## src/rtl/wb_trace_monitor.sv

```systemverilog
// Write-back trace unit: shadows the register file, logs filtered writes with cycle stamp and PC
// into a show-ahead FIFO, and can dump the whole shadow file through the same valid/ready stream.
module wb_trace_monitor #(
   parameter int XLEN  = 32,
   parameter int NREG  = 32,
   parameter int DEPTH = 16,
   parameter int CYC_W = 32
) (
   input  logic                       clk,
   input  logic                       reset,
   input  logic                       wb_en,
   input  logic [$clog2(NREG)-1:0]    wb_rd,
   input  logic [XLEN-1:0]            wb_data,
   input  logic [XLEN-1:0]            wb_pc,
   input  logic                       cfg_mode,
   input  logic [NREG-1:0]            cfg_mask,
   input  logic                       snap_req,
   output logic                       snap_busy,
   output logic                       out_valid,
   input  logic                       out_ready,
   output logic                       out_kind,
   output logic [CYC_W-1:0]           out_cycle,
   output logic [XLEN-1:0]            out_pc,
   output logic [$clog2(NREG)-1:0]    out_rd,
   output logic [XLEN-1:0]            out_data,
   output logic [$clog2(DEPTH):0]     fifo_level,
   output logic [15:0]                drop_count,
   output logic                       o_dbg_state
);

   localparam int RW = $clog2(NREG);
   localparam int AW = $clog2(DEPTH);
   localparam int LW = AW + 1;

   typedef enum logic {IDLE = 1'b0, DUMP = 1'b1} state_t;

   typedef struct packed {
      logic             kind;
      logic [CYC_W-1:0] cycle;
      logic [XLEN-1:0]  pc;
      logic [RW-1:0]    rd;
      logic [XLEN-1:0]  data;
   } entry_t;

   logic [CYC_W-1:0] r_cycle;
   logic [XLEN-1:0]  r_shadow [NREG];
   entry_t           r_mem [DEPTH];
   logic [AW-1:0]    r_wr_ptr;
   logic [AW-1:0]    r_rd_ptr;
   logic [LW-1:0]    r_level;
   logic [15:0]      r_drop;
   state_t           r_state;
   logic [RW-1:0]    r_idx;

   state_t           w_next_state;
   logic [RW-1:0]    w_next_idx;
   logic             w_snap_push;
   logic             w_ev;
   logic             w_full;
   logic             w_pop;
   logic             w_space;
   logic             w_ev_push;
   logic             w_drop;
   logic             w_push;
   entry_t           w_push_entry;
   entry_t           w_head;

   // Stream: an entry transfers on a clock edge where out_valid && out_ready; while out_valid=1 and
   // out_ready=0 the head entry is held stable.
   assign w_head     = r_mem[r_rd_ptr];
   assign out_valid  = (r_level != '0);
   assign out_kind   = w_head.kind;
   assign out_cycle  = w_head.cycle;
   assign out_pc     = w_head.pc;
   assign out_rd     = w_head.rd;
   assign out_data   = w_head.data;
   assign fifo_level = r_level;
   assign drop_count = r_drop;
   assign snap_busy  = (r_state == DUMP);
   assign o_dbg_state = r_state;

   // Change detection compares against the shadow value before this cycle's update.
   assign w_ev = wb_en && (wb_rd != '0) && cfg_mask[wb_rd] &&
                 (!cfg_mode || (wb_data != r_shadow[wb_rd]));

   assign w_full    = (r_level == LW'(DEPTH));
   assign w_pop     = out_valid && out_ready;
   assign w_space   = !w_full || w_pop;
   assign w_ev_push = w_ev && w_space;
   assign w_drop    = w_ev && !w_space;
   assign w_push    = w_ev_push || w_snap_push;

   always_comb begin
      w_push_entry = '0;
      if (w_ev_push) begin
         w_push_entry.kind  = 1'b0;
         w_push_entry.cycle = r_cycle;
         w_push_entry.pc    = wb_pc;
         w_push_entry.rd    = wb_rd;
         w_push_entry.data  = wb_data;
      end else begin
         w_push_entry.kind  = 1'b1;
         w_push_entry.cycle = r_cycle;
         w_push_entry.pc    = '0;
         w_push_entry.rd    = r_idx;
         w_push_entry.data  = r_shadow[r_idx];
      end
   end

   // Write events take the push slot first; the dump simply stalls and never drops.
   always_comb begin
      w_next_state = r_state;
      w_next_idx   = r_idx;
      w_snap_push  = 1'b0;
      case (r_state)
         IDLE: begin
            if (snap_req) begin
               w_next_state = DUMP;
               w_next_idx   = '0;
            end
         end
         DUMP: begin
            if (!w_ev && w_space) begin
               w_snap_push = 1'b1;
               w_next_idx  = r_idx + RW'(1);
               if (r_idx == RW'(NREG - 1)) begin
                  w_next_state = IDLE;
               end
            end
         end
         default: w_next_state = IDLE;
      endcase
   end

   always_ff @(posedge clk or posedge reset) begin
      if (reset) begin
         r_state <= IDLE;
         r_idx   <= '0;
      end else begin
         r_state <= w_next_state;
         r_idx   <= w_next_idx;
      end
   end

   always_ff @(posedge clk or posedge reset) begin
      if (reset) begin
         r_cycle <= '0;
         for (int i = 0; i < NREG; i++) begin
            r_shadow[i] <= '0;
         end
      end else begin
         r_cycle <= r_cycle + CYC_W'(1);
         if (wb_en && (wb_rd != '0)) begin
            r_shadow[wb_rd] <= wb_data;
         end
      end
   end

   always_ff @(posedge clk or posedge reset) begin
      if (reset) begin
         r_wr_ptr <= '0;
         r_rd_ptr <= '0;
         r_level  <= '0;
         r_drop   <= '0;
      end else begin
         if (w_push) begin
            r_wr_ptr <= r_wr_ptr + AW'(1);
         end
         if (w_pop) begin
            r_rd_ptr <= r_rd_ptr + AW'(1);
         end
         case ({w_push, w_pop})
            2'b10:   r_level <= r_level + LW'(1);
            2'b01:   r_level <= r_level - LW'(1);
            default: r_level <= r_level;
         endcase
         if (w_drop && (r_drop != 16'hFFFF)) begin
            r_drop <= r_drop + 16'd1;
         end
      end
   end

   // Payload storage needs no reset: it is only observed while out_valid=1.
   always_ff @(posedge clk) begin
      if (w_push) begin
         r_mem[r_wr_ptr] <= w_push_entry;
      end
   end

endmodule

```

## config.mk

```make
export PLATFORM = sky130hd
export DESIGN_NAME = wb_trace_monitor
export DESIGN_NICKNAME = d
export VERILOG_FILES = /design/src/rtl/wb_trace_monitor.sv
export SDC_FILE = /design/constraint.sdc
export NUM_CORES = 2
export LEC_CHECK = 0
export BUFFER_PORTS_ARGS = -buffer_cell sky130_fd_sc_hd__buf_2
export CAP_MARGIN = 20
export CELL_PAD_IN_SITES_DETAIL_PLACEMENT = 0
export CELL_PAD_IN_SITES_GLOBAL_PLACEMENT = 1
export CORE_AREA = 2 2 531 533
export CTS_BUF_LIST = sky130_fd_sc_hd__clkbuf_4 sky130_fd_sc_hd__clkbuf_8
export CTS_CLUSTER_DIAMETER = 120
export DETAILED_ROUTE_END_ITERATION = 8
export DIE_AREA = 0 0 533 535
export PLACE_DENSITY_LB_ADDON = 0.1
export SYNTH_ARGS = -nofsm -noshare
export SYNTH_HDL_FRONTEND = slang
export SYNTH_SLANG_ARGS = --single-unit
```

## constraint.sdc

```tcl
create_clock -name clk -period 127.3 [get_ports clk]
set_input_delay 31.825 -clock clk [delete_from_list [all_inputs] [get_ports clk]]
set_output_delay 31.825 -clock clk [all_outputs]
set_load 0.01 [all_outputs]
```

==> summary.md <==
| Metric | Value |
|---|---|
| Pwr/cell area | 22.5 nW/um^2 |
| Core area | 279,000 um^2 |
| Grt total ovfl | 0 |
| Synthesized net count | 6,564 |
| Final hold violations | 0 |
| CTS H-tree depth | 5 |
| Synthesized cell area | 119,000 um^2 |
| Vias in the first global route | 69,000 |
| Initial Util | 0.428 |
| Max-slew violation count | 0 |
| Area share of the largest cell type after synthesis | 0.410 |
| Drt pass-1 iters | 7 |
| Most frequent cells after synthesis | edfxtp_1 (1,632), dfrtp_1 (1,091), mux2_2 (1,046), mux4_2 (840), mux2i_1 (510) |
| First-pass GRT wire length | 513 mm |
| Vias per cell | 5.99 |
| Placed cells | 9,993 |
| Startpoint types | input port |
| 1st-iter DRT viols | 5,600 |
| Worst-Skew Late Latency | 1.09 ns |
| Largest area contributor in the synthesized netlist | edfxtp_1 |
| Synth Instances | 6,443 |
| Die Ht | 535 um |
| Synth unique cells | 57 |
| FP Rows | 194 |
| PortBufs | 232 |
| Die span in x | 533 um |
| Clock sink count | 2,723 |
| ANT nets after route | 0 |
| I/O pins | 233 |
| Flop pwr share | 0.421 |
| Tcrit/Tclk final | 0.311 |
| Fmax | 25.2 MHz |
| Setup tns final | 0 ns |
| CP endpoint kind | register |
| R2R Setup Slk | 121.38 ns |
| Clock share of power | 0.265 |
| CTS Root Cell | clkbuf_8 |
| Drt drc | 0 |
| Resized cells post-CTS | 0 |
| FF+latch count, synth | 2,723 |
| Status | finished clean |
| Syn Area/Cell | 18.5 um^2 |
| Hold Slack | 0.394 ns |
| Final setup viols | 0 |
| FILL cells | 23,500 |
| CTS tree | done |
| RD Place Congestion | 0.765 |
| Share of cells above drive strength 1 | 0.445 |
| DIE AREA | 285,000 um^2 |
| Max transition margin | 0.196 |
| Sw Pwr | 0.967 mW |
| Clock skew | 0.0771 ns |
| CTS buffer count | 460 |
| Quantity of hold-fixing buffers added after cts | 0 |
| Tot Pwr | 3.03 mW |
| Hold Path Depth | 0 |
| Max Cap Viol | 0 |
| Detailed-route wire length per cell | 33.2 um |
| Worst Max-Slew Pin Slew | 1.21 ns |
| Final Non-Filler Cells | 10,800 |
| VDD IR max | 0.0152 mV |
| Required time worst endpoint | 127.98 ns |
| Final #Nets | 6,855 |
| Largest net degree at the start of global routing | 150 |
| Synth warn | 0 |
| CP arrival | 40.29 ns |
| Total track usage | 0.249 |
| RSZ-0062 raised after global routing | false |
| Routed WL | 359 mm |
| Critical Path Fanout Max | 95 |
| Post-DP HPWL | 187 mm |
| Vias | 64,800 |
| Most common flop cell mapped by yosys | edfxtp_1 |
| Most common cell in the synthesized netlist | edfxtp_1 |
| Worst-case reg-to-reg path depth | 14 |
| Max clock buf depth | 4 |
| Switching Fraction | 0.319 |
| Post-CTS setup repair buffer count | 0 |
| Worst hold path class | reg -> reg |
| Int Pwr | 2.06 mW |
| Initial antenna violation count | 18 |
| Sequential area share after synthesis | 0.639 |
| Combinational power share | 0.315 |
| Leak | 51.0 nW |
| EDFF count, synth | 1,632 |
| Setup CP Type | in -> reg |
| Crit path time final | 39.61 ns |
| Top cells by area, synth | edfxtp_1 (41%), dfrtp_1 (23%), mux4_2 (16%), mux2_2 (9.9%), mux2i_1 (4.3%) |
| Synth-to-layout area growth | 12.4% |
| Clk pin slew, worst setup/hold paths | 0.05 ns |
| Asr flop ratio synth | 0.401 |
-- critical path: stages --
cell and delay (ns):
buf_8 0.59, buf_4 0.94, buf_12 0.49, buf_4 0.92, mux2i_1 0.28, o22ai_1 0.11, nor4_1 0.35, nand2_1 0.28
xnor2_1 0.21, nand4_1 0.15, nor4_2 0.08, a31oi_4 0.27, buf_4 0.53, o21ai_2 0.07, buf_4 0.26, nor2_4 0.71
buf_4 0.82, buf_4 0.78
-- cell families after synthesis --
family	after synthesis	synth area share
and+or+nand+nor	350	0.0162
AOI/OAI and AO/OA	277	0.0149
muxes	2416	0.302
xor gates and xnor gates	88	0.00645
adders and majority gates	14	0.00153
DFF	2723	0.639
buffers and inverters	575	0.0201
-- layout by cell type, fill, tap and decap left out, drive strengths merged, types with 31 or more instances in the layout --
master  count
edfxtp   1632
dfrtp    1091
mux2     1066
mux4      840
clkbuf    714
mux2i     510
buf       394
o22ai     256
nand2      84
clkinv     80
xnor2      77
nor4       63
and3       51
nor2       39
nand3      31
-- per-stage QoR --
stage	setup WS, ns	cell area (um^2)	utilization
after floorplan	64.76	119000	-
after global placement	86.67	125000	0.447
after detailed placement	86.68	125000	0.447
after CTS	87.44	134000	0.481
after global routing	87.35	134000	0.482
final	87.69	134000	0.482
-- state kept, by name (all words and copies together) (netlist names) --
name and count:
r_rd_ptr 4, o_dbg_state 1, r_cycle 32, fifo_level 5
r_mem 1632, drop_count 16, r_shadow 1024, r_idx 5
r_wr_ptr 4
-- final timing paths --
check,start,to
worst max-delay path,wb_rd[0],r_mem[14][91]$_DFFE_PP_
worst min-delay path,r_shadow[1017]$_DFFE_PP0P_,r_shadow[1017]$_DFFE_PP0P_
worst max register to register,r_shadow[801]$_DFFE_PP0P_,r_mem[14][91]$_DFFE_PP_
worst min register to register,r_shadow[1017]$_DFFE_PP0P_,r_shadow[1017]$_DFFE_PP0P_
max in group asynchronous,reset,r_shadow[546]$_DFFE_PP0P_
min in group asynchronous,reset,r_wr_ptr[2]$_DFFE_PP0P_
-- power by group through the flow --
stage / Clock, mW / Combinational, mW / Sequential, mW
3_5_place_dp: 0 / 0.965 / 1.29
6_report: 0.801 / 0.953 / 1.27
4_1_cts: 0.821 / 0.967 / 1.28
5_1_grt: 0.859 / 1.01 / 1.29
2_1_floorplan: 0 / 0.662 / 1.26
3_3_place_gp: 0 / 0.959 / 1.29
-- per-layer routing --
metal | track usage | vias to the layer above | share of wire | routed length, um
met5 | 0 | - | 0.00019 | 67
met4 | 0.0661 | 10 | 0.025 | 8920
met3 | 0.0383 | 525 | 0.053 | 19000
met2 | 0.411 | 1985 | 0.49 | 175000
met1 | 0.347 | 35700 | 0.43 | 156000
li1 | - | 26600 | - | -
-- layout make-up --
class                   instances  area, um^2  share of cell area
repair buffers                394        2620              0.0195
clock inverters               109         758             0.00565
flip-flops and latches       2723       76300               0.568
well taps                    3724        4660              0.0347
clock buffers                 714        8650              0.0644
multi-input cells            3145       41200               0.307
diodes                          7        17.5            0.000130
inverters                      10        45.0            0.000335
No activity file was read; power rests on OpenSTA's default activity.
